### src/rtl/alu_cmd_sequencer.sv
// alu_cmd_sequencer: frames byte-serial op/a/b commands, drives one ALU evaluation, returns the 16-bit result as bytes.
// Optional build macro ALU_SEQ_SHORT_RESP_EN: non-multiply, non-error results return only the low byte.
module alu_cmd_sequencer #(
  parameter int TIMEOUT_CYCLES = 255,
  parameter int TMO_W = 8
) (
  input  logic        clk,
  input  logic        rst_n,
  input  logic [7:0]  in_data,
  input  logic        in_valid,
  output logic        in_ready,
  output logic [7:0]  out_data,
  output logic        out_valid,
  input  logic        out_ready,
  output logic [7:0]  alu_a,
  output logic [7:0]  alu_b,
  output logic [2:0]  alu_opcode,
  output logic        alu_ena,
  input  logic [15:0] alu_result,
  output logic        busy,
  output logic        cmd_err,
  output logic        timeout
);
  localparam logic [2:0] GET_OP  = 3'd0;
  localparam logic [2:0] GET_A   = 3'd1;
  localparam logic [2:0] GET_B   = 3'd2;
  localparam logic [2:0] EXEC    = 3'd3;
  localparam logic [2:0] SEND_HI = 3'd4;
  localparam logic [2:0] SEND_LO = 3'd5;
  localparam logic [TMO_W-1:0] TMO_LAST = TMO_W'(TIMEOUT_CYCLES - 1);

  logic [2:0]       state_q, state_d;
  logic [2:0]       op_q, op_d;
  logic [7:0]       a_q, a_d, b_q, b_d;
  logic             err_q, err_d;
  logic [15:0]      resp_q, resp_d;
  logic [TMO_W-1:0] tmo_q, tmo_d;
  logic             in_xfer, waiting, short_resp;

  assign in_ready   = (state_q == GET_OP) || (state_q == GET_A) || (state_q == GET_B);
  assign in_xfer    = in_valid && in_ready;
  assign waiting    = (state_q == GET_A) || (state_q == GET_B);
  assign out_valid  = (state_q == SEND_HI) || (state_q == SEND_LO);
  assign out_data   = (state_q == SEND_HI) ? resp_q[15:8] : resp_q[7:0];
  assign alu_a      = a_q;
  assign alu_b      = b_q;
  assign alu_opcode = op_q;
  assign alu_ena    = (state_q == EXEC) && !err_q;
  assign cmd_err    = (state_q == EXEC) && err_q;
  assign busy       = state_q != GET_OP;
  // An arriving byte beats a counter that would expire in the same cycle.
  assign timeout    = (TIMEOUT_CYCLES != 0) && waiting && !in_xfer && (tmo_q == TMO_LAST);
`ifdef ALU_SEQ_SHORT_RESP_EN
  assign short_resp = !err_q && (op_q != 3'b010);
`else
  assign short_resp = 1'b0;
`endif

  always_comb begin
    state_d = state_q;
    op_d    = op_q;
    a_d     = a_q;
    b_d     = b_q;
    err_d   = err_q;
    resp_d  = resp_q;
    tmo_d   = tmo_q;
    case (state_q)
      GET_OP: if (in_xfer) begin
        op_d    = in_data[2:0];
        err_d   = |in_data[7:3];
        tmo_d   = '0;
        state_d = GET_A;
      end
      GET_A: if (in_xfer) begin
        a_d     = in_data;
        tmo_d   = '0;
        state_d = GET_B;
      end else if (timeout) state_d = GET_OP;
      else tmo_d = tmo_q + TMO_W'(1);
      GET_B: if (in_xfer) begin
        b_d     = in_data;
        tmo_d   = '0;
        state_d = EXEC;
      end else if (timeout) state_d = GET_OP;
      else tmo_d = tmo_q + TMO_W'(1);
      EXEC: begin
        resp_d  = err_q ? 16'hFFFF : alu_result;
        state_d = short_resp ? SEND_LO : SEND_HI;
      end
      SEND_HI: state_d = out_ready ? SEND_LO : SEND_HI;
      SEND_LO: state_d = out_ready ? GET_OP : SEND_LO;
      default: state_d = GET_OP;
    endcase
  end

  always_ff @(posedge clk or negedge rst_n) begin
    if (!rst_n) begin
      state_q <= GET_OP;
      op_q    <= '0;
      a_q     <= '0;
      b_q     <= '0;
      err_q   <= 1'b0;
      resp_q  <= '0;
      tmo_q   <= '0;
    end else begin
      state_q <= state_d;
      op_q    <= op_d;
      a_q     <= a_d;
      b_q     <= b_d;
      err_q   <= err_d;
      resp_q  <= resp_d;
      tmo_q   <= tmo_d;
    end
  end
endmodule
### config.mk
export PLATFORM = sky130hd
export DESIGN_NAME = alu_cmd_sequencer
export DESIGN_NICKNAME = d
export VERILOG_FILES = /design/src/rtl/alu_cmd_sequencer.sv
export SDC_FILE = /design/constraint.sdc
export NUM_CORES = 1
export LEC_CHECK = 0
export CELL_PAD_IN_SITES_DETAIL_PLACEMENT = 1
export CELL_PAD_IN_SITES_GLOBAL_PLACEMENT = 1
export CORE_ASPECT_RATIO = 2
export CORE_MARGIN = 2
export CORE_UTILIZATION = 39
export DETAILED_ROUTE_END_ITERATION = 12
export PLACE_DENSITY = 0.89
export SLEW_MARGIN = 20
export SYNTH_ARGS = -nofsm -noshare
export SYNTH_HDL_FRONTEND = slang
export SYNTH_SLANG_ARGS = --single-unit
export TNS_END_PERCENT = 30
### constraint.sdc
create_clock -name clk -period 5.2 [get_ports clk]
set_input_delay 1.04 -clock clk [delete_from_list [all_inputs] [get_ports clk]]
set_output_delay 1.04 -clock clk [all_outputs]
set_load 0.02 [all_outputs]
==> run metrics, run 1 <==
CTS root buffer clkbuf_16; Final Cycle Share 0.7306; total die area 6402 um2; achievable frequency 263.2 MHz; Internal Power ~1.2 mW; Initial Utilization 0.3991; Final ANT Viol Nets 0; Slowest-stage cell, CP clkdlybuf4s50_1; total number of vias approximately 1900; Sequential Power Share 0.355; DRC 0; area share of the largest cell type after synthesis 0.5251; Syn Area/Cell ~10 um2; max capacitance violation total 0; Worst VDD drop between 300 and 400 uV; Worst-path clk slew 60 ps; DP Wirelength roughly 4.3 mm; Crit path required time approximately 4200 ps; global-route wire length before repair 9.639 mm; post-synthesis register bit count 47; clock power share 0.157; hold_buf cts 0; initial drt markers 49; fin cells around 340; final setup vio count 0; RePlAce Congestion ~0.81; 1st-pass router iterations 4; worst-case clock buffer depth 2; Die X 57.59 um; number of diodes 0; port buffer count 60; GRT Resource Usage Total 0.1908; number of vias per cell 5.519; nets 305; htree depth 2; post-CTS resize count 0; Clock Sinks 47; Setup CP Type in -> out; Reg2Reg Setup Slack 3360 ps; FP Rows 39; crit-path cells clkdlybuf4s50_1 -> nor2_1 -> o21ai_0 -> nor2_1 -> clkdlybuf4s50_1; CP Max Fanout 8; count of cell types in the netlist 38; vias in the first global route around 2000; placed cell count 329; Placed Area 2870 um2; HP Start resp_q[7]; Clock Latency Late Sink 280 ps; fin. max-slew vios 0; R2R Path End resp_q[11]; antenna violations before repair 0; Logic pwr share 0.488; IO Pins 61; CTS buffer count 5; die height 111.2 um; GR Overflow Total 0; syn_nets ~250; layout cells sized above 1 0.1558; status finished clean; Hold Path Cell Cnt 2; Startpoint Class primary input; RSZ-0062 raised after global routing false; Post-CTS Setup Inserts 0; PD cells 640.5 nW/um2; switching power share of the total 0.3932; CP Buf/Inv Count 2; worst reg2reg path startpoint state_q[2]; cell taking the most area after synthesis dfrtp_1; final WL 5.851 mm; CP max stage delay 600 ps; switching pwr 0.7582 mW; cell family with the largest share of critical-path delay buffers and inverters; Final Hold Viols 0; clock skew between 2 and 2.5 ps; Mapped Cells 216; Area Growth Syn to Fin 34.41%; setup TNS 0 ps; register area share after synthesis 0.5251; Setup crit end kind primary output; normalized max-slew margin 0.6066; yosys warns 0; Slew @ Worst Pin 590.1 ps; WL per Instance 17.36 um; core box area 5612 um2; clock period minus worst slack 3799 ps; Worst EP arrival 2760 ps; Tightest Hold Check Type reg -> reg; reg2reg path depth 5; largest net degree at the start of global routing 48; total leakage power 1.259 nW; CTS tree built; Hold EP resp_q[7]; Finished Cell Area between 3000 and 4000 um2; synth top area cells dfrtp_1 (53%), mux2_2 (14%), o21ai_0 (6.0%), nor2_1 (4.4%), nand2_1 (4.2%); Post-Syn Area 2240 um2
## how the worst max path moves through the flow
stage	startpoint	endpoint	slack [ps]	depth (start not counted)
detailed placement	in_valid	timeout	1420	5
floorplan	in_valid	timeout	2380	4
CTS	in_valid	timeout	1410	5
global route	in_valid	timeout	1290	5
global placement	in_valid	timeout	1500	5
finish	in_valid	timeout	1400	5
## flip-flops by register name (all words and copies together) (netlist names)
signal	flops
resp_q	16
alu_a	8
state_q	3
err_q	1
alu_opcode	3
tmo_q	8
alu_b	8
## Yosys cell counts
cell and count:
buf_2 2, nor2_2 3, dfrtp_1 47, or4_1 2
mux2i_1 3, a21boi_1 1, buf_6 1, nor3b_1 2
or3_1 1, o311ai_0 1, clkbuf_2 1, nor2b_1 1
a21oi_4 1, nand2b_1 6, o31ai_1 1, a21boi_0 2
nand2_1 25, ha_1 2, nand4_1 1, o21ai_0 27
or2_2 2, and2b_1 1, and4_1 1, o21ai_2 1
nor3_1 1, o211ai_1 1, mux2_2 27, a2bb2oi_1 2
a31oi_1 2, nor4_1 1, buf_4 1, nand3_1 9
nor2_1 26, nor3_2 1, a22oi_1 1, inv_1 4
clkbuf_1 4, a21oi_1 1
## cell usage in the layout (no fill, tap or decap), types with 2 or more instances in the layout
| master | synthesis | layout |
|---|---|---|
| nand2_1 | 25 | 25 |
| nor2_1 | 26 | 26 |
| or4_1 | 2 | 2 |
| o21ai_0 | 27 | 27 |
| nor3b_1 | 2 | 2 |
| clkbuf_1 | 4 | 2 |
| clkbuf_16 | 0 | 5 |
| a31oi_1 | 2 | 2 |
| a21boi_0 | 2 | 2 |
| mux2i_1 | 3 | 3 |
| mux2_2 | 27 | 27 |
| nand2b_1 | 6 | 6 |
| ha_1 | 2 | 2 |
| a2bb2oi_1 | 2 | 2 |
| dfrtp_1 | 47 | 47 |
| nand3_1 | 9 | 9 |
| buf_4 | 1 | 2 |
| inv_1 | 4 | 4 |
| nor2_2 | 3 | 3 |
| or2_2 | 2 | 2 |
| clkdlybuf4s50_1 | 0 | 59 |
## layer usage
metal / global-route usage / vias to the layer above / wire (um) / share of wire
li1: - / 871 / - / -
met1: 0.2258 / 922 / 2281 / 0.39
met2: 0.3273 / 59 / 3097 / 0.53
met3: 0.05251 / 8 / 391 / 0.067
met4: 0.05736 / 0 / 80 / 0.014
met5: 0 / - / 0 / 0
## tightest hold or removal path: cells and delay by family, from the launching register on
kind	cells	cell delay [ps]
simple gates	1	40
compound gates	1	60
flops	1	340
## cell families (layout without fill, tap and decap cells)
| family | after synthesis | in the layout | synth area share |
|---|---|---|---|
| mux | 30 | 30 | 0.1492 |
| flops | 47 | 47 | 0.5251 |
| simple gates | 83 | 83 | 0.1749 |
| compound gates | 41 | 41 | 0.1112 |
| fa+ha+maj | 2 | 2 | 0.01117 |
| buf+inv | 13 | 73 | 0.02849 |
## power groups by stage
stage                     Sequential [mW]  Clock [mW]  Combinational, mW
after floorplan                     0.709           0              0.505
after global placement              0.670           0              0.907
after detailed placement            0.689           0              0.943
after CTS                           0.688       0.307              0.954
after global routing                0.710       0.318               1.02
final                               0.685       0.303              0.941
## per-stage QoR
stage	total power, mW	hold WS [ps]	worst slack (ps)	utilization
detailed placement	1.631	468.8	1424	0.5115
CTS	1.949	483.5	1415	0.5360
floorplan	1.213	444.4	2381	-
global route	2.048	502.1	1294	0.5365
finish	1.928	478.5	1401	0.5365
global placement	1.577	457.1	1495	0.5115
## final cells by class
type / instances / area [um2]
Multi-Input combinational cell: 156 / 999.7
Clock buffer: 7 / 132.6
Inverter: 4 / 15.01
Tap cell: 61 / 76.32
Sequential cell: 47 / 1176
Clock inverter: 1 / 5.005
Fill cell: 613 / 2601
Timing Repair Buffer: 61 / 605.6
Power figures use the tool's default switching activity.
==> inputs of run 2 (changes only) <==
--- a/config.mk
+++ b/config.mk
@@ -9,9 +9,9 @@
 export CELL_PAD_IN_SITES_GLOBAL_PLACEMENT = 1
 export CORE_ASPECT_RATIO = 2
 export CORE_MARGIN = 2
-export CORE_UTILIZATION = 39
+export CORE_UTILIZATION = 36
 export DETAILED_ROUTE_END_ITERATION = 12
-export PLACE_DENSITY = 0.89
+export PLACE_DENSITY = 0.83
 export SLEW_MARGIN = 20
 export SYNTH_ARGS = -nofsm -noshare
 export SYNTH_HDL_FRONTEND = slang
==> constraint.sdc (replaced) <==
create_clock -name clk -period 3.95 [get_ports clk]
set_input_delay 0.79 -clock clk [delete_from_list [all_inputs] [get_ports clk]]
set_output_delay 0.79 -clock clk [all_outputs]
set_load 0.02 [all_outputs]
==> run 2 against run 1 <==
Design area grew 1.8%. Sequential power is 31% higher. Register-to-register slack got worse by 1200 ps. Non-clock buffer count increased by 2. Highest routed layer unchanged. Largest power group unchanged. Combinational power rose by 29%. Critical endpoint is now out_data[0]. Hold slack worse by 7.3 ps.
==> run metrics, run 2 (synthesis gave the netlist of run 1 again) <==
total leakage power 1.287 nW; Post-CTS Setup Inserts 0; PD cells 849.7 nW/um2; max capacitance violation total 0; placed cell count 333; reg2reg path depth 3; Finished Cell Area 3065 um2; nets 307; DP Wirelength roughly 4.2 mm; clock skew 4.695 ps; vias in the first global route between 1500 and 2000; top sig layer met4; normalized max-slew margin 0.6006; achievable frequency approximately 300 MHz; DRC 0; Startpoint Class register; number of vias per cell 5.255; setup TNS 0 ps; Initial Utilization 0.3729; FP Rows 40; Worst EP arrival 2520 ps; CTS tree built; Final Cycle Share 0.8376; most common cell after layout, fill and taps aside clkdlybuf4s50_1; clock power share 0.191; GR Overflow Total 0; Met2 Wirelength 3.213 mm; fin cells 341; antenna violations before repair 0; Area Growth Syn to Fin 36.87%; clock period minus worst slack 3308 ps; fin. max-slew vios 0; initial drt markers ~60; met1 WL a little over 2 mm; post-CTS resize count 0; Final Hold Viols 0; largest net degree at the start of global routing 26; layout cells sized above 1 0.1691; Crit path required time 3160 ps; worst-case clock buffer depth 2; Slew @ Worst Pin between 500 and 600 ps; Sequential Power Share 0.345; Slowest-stage cell, CP clkdlybuf4s50_1; Fillers 671; crit-path cells or2_2 -> nor2_2 -> mux2_2 -> clkdlybuf4s50_1; WL per Instance 16.38 um; switching pwr roughly 0.98 mW; final hold slack roughly 470 ps; CTS root buffer clkbuf_16; CP Max Fanout 12; CTS buffer count 5; Design Power ~2.6 mW; total die area 6906 um2; Reg2Reg Setup Slack 2130 ps; Internal Power 1.625 mW; CP max stage delay 540 ps; die height 115.5 um; hold_buf cts 0; Worst VDD drop 431.1 uV; number of diodes 0; total number of vias 1792; max reg flops 16; port buffer count 60; IO Pins slightly above 60; GRT Resource Usage Total 0.1748; Clock Sinks 47; final WL approximately 5.6 mm; Logic pwr share 0.463; 1st-pass router iterations 4; Placed Area 2888 um2; RePlAce Congestion 0.8311; Clock Latency Late Sink slightly below 300 ps; Setup CP Type reg -> out; status finished clean; WL met3 203 um; final setup vio count 0; htree depth 2; RSZ-0062 raised after global routing false; global-route wire length before repair a little over 9 mm; Top reg by flops resp_q; Die X about 60 um; Worst-path clk slew 60 ps; switching power share of the total 0.3762; Setup crit end kind primary output; Tightest Hold Check Type in -> async; Final ANT Viol Nets 0; most frequent cells in the layout clkdlybuf4s50_1 (59), dfrtp_1 (47), o21ai_0 (27), mux2_2 (27), nor2_1 (26); core box area 6006 um2
run 2: cell types whose count changed in the layout (fill, tap and decap cells not counted), sizes merged:
cell,before,now
inv,4,5
bufinv,0,1
buf,2,4
clkbuf,7,6
clkinv,1,0
run 2: routing by layer:
layer	track usage	vias up
li1	-	871
met5	0	-
met3	0.02790	6
met4	0.08593	0
met1	0.1804	868
met2	0.3239	47
run 2: final cells by class:
cell class,instances,area [um2],area share
well taps,63,78.83,0.02571
repair buffers,63,618.1,0.2016
flip-flops and latches,47,1176,0.3837
multi-input cells,156,999.7,0.3261
inverters,4,15.01,0.004898
clock inverters,2,38.79,0.01265
clock buffers,6,138.9,0.04531
run 2: worst paths after layout:
check / endpoint / startpoint
setup / recovery: out_data[0] / state_q[1]
hold / removal: resp_q[8] / rst_n
setup reg to reg: alu_opcode[1] / state_q[1]
hold reg to reg: resp_q[13] / resp_q[13]
max in group asynchronous: alu_a[1] / rst_n
min in group clk: resp_q[13] / resp_q[13]
run 2: power by group through the flow:
stage               Combinational, mW  Clock (mW)  Sequential, mW
finish                           1.21       0.498           0.900
global placement                 1.19           0           0.898
CTS                              1.23       0.512           0.907
global route                     1.32       0.536           0.936
detailed placement               1.22           0           0.912
floorplan                       0.665           0           0.933
run 2: stage by stage:
stage,util,setup WS (ps)
after floorplan,-,1631
after global placement,0.4808,788.8
after detailed placement,0.4808,724.7
after CTS,0.5104,609.2
after global routing,0.5104,539.4
final,0.5104,641.7
run 2: critical path: cells and delay by family (launching register included):
family	cells	cell delay [ps]
and+or+nand+nor	2	770
DFF	1	520
muxes	1	400
buffers and inverters	1	540
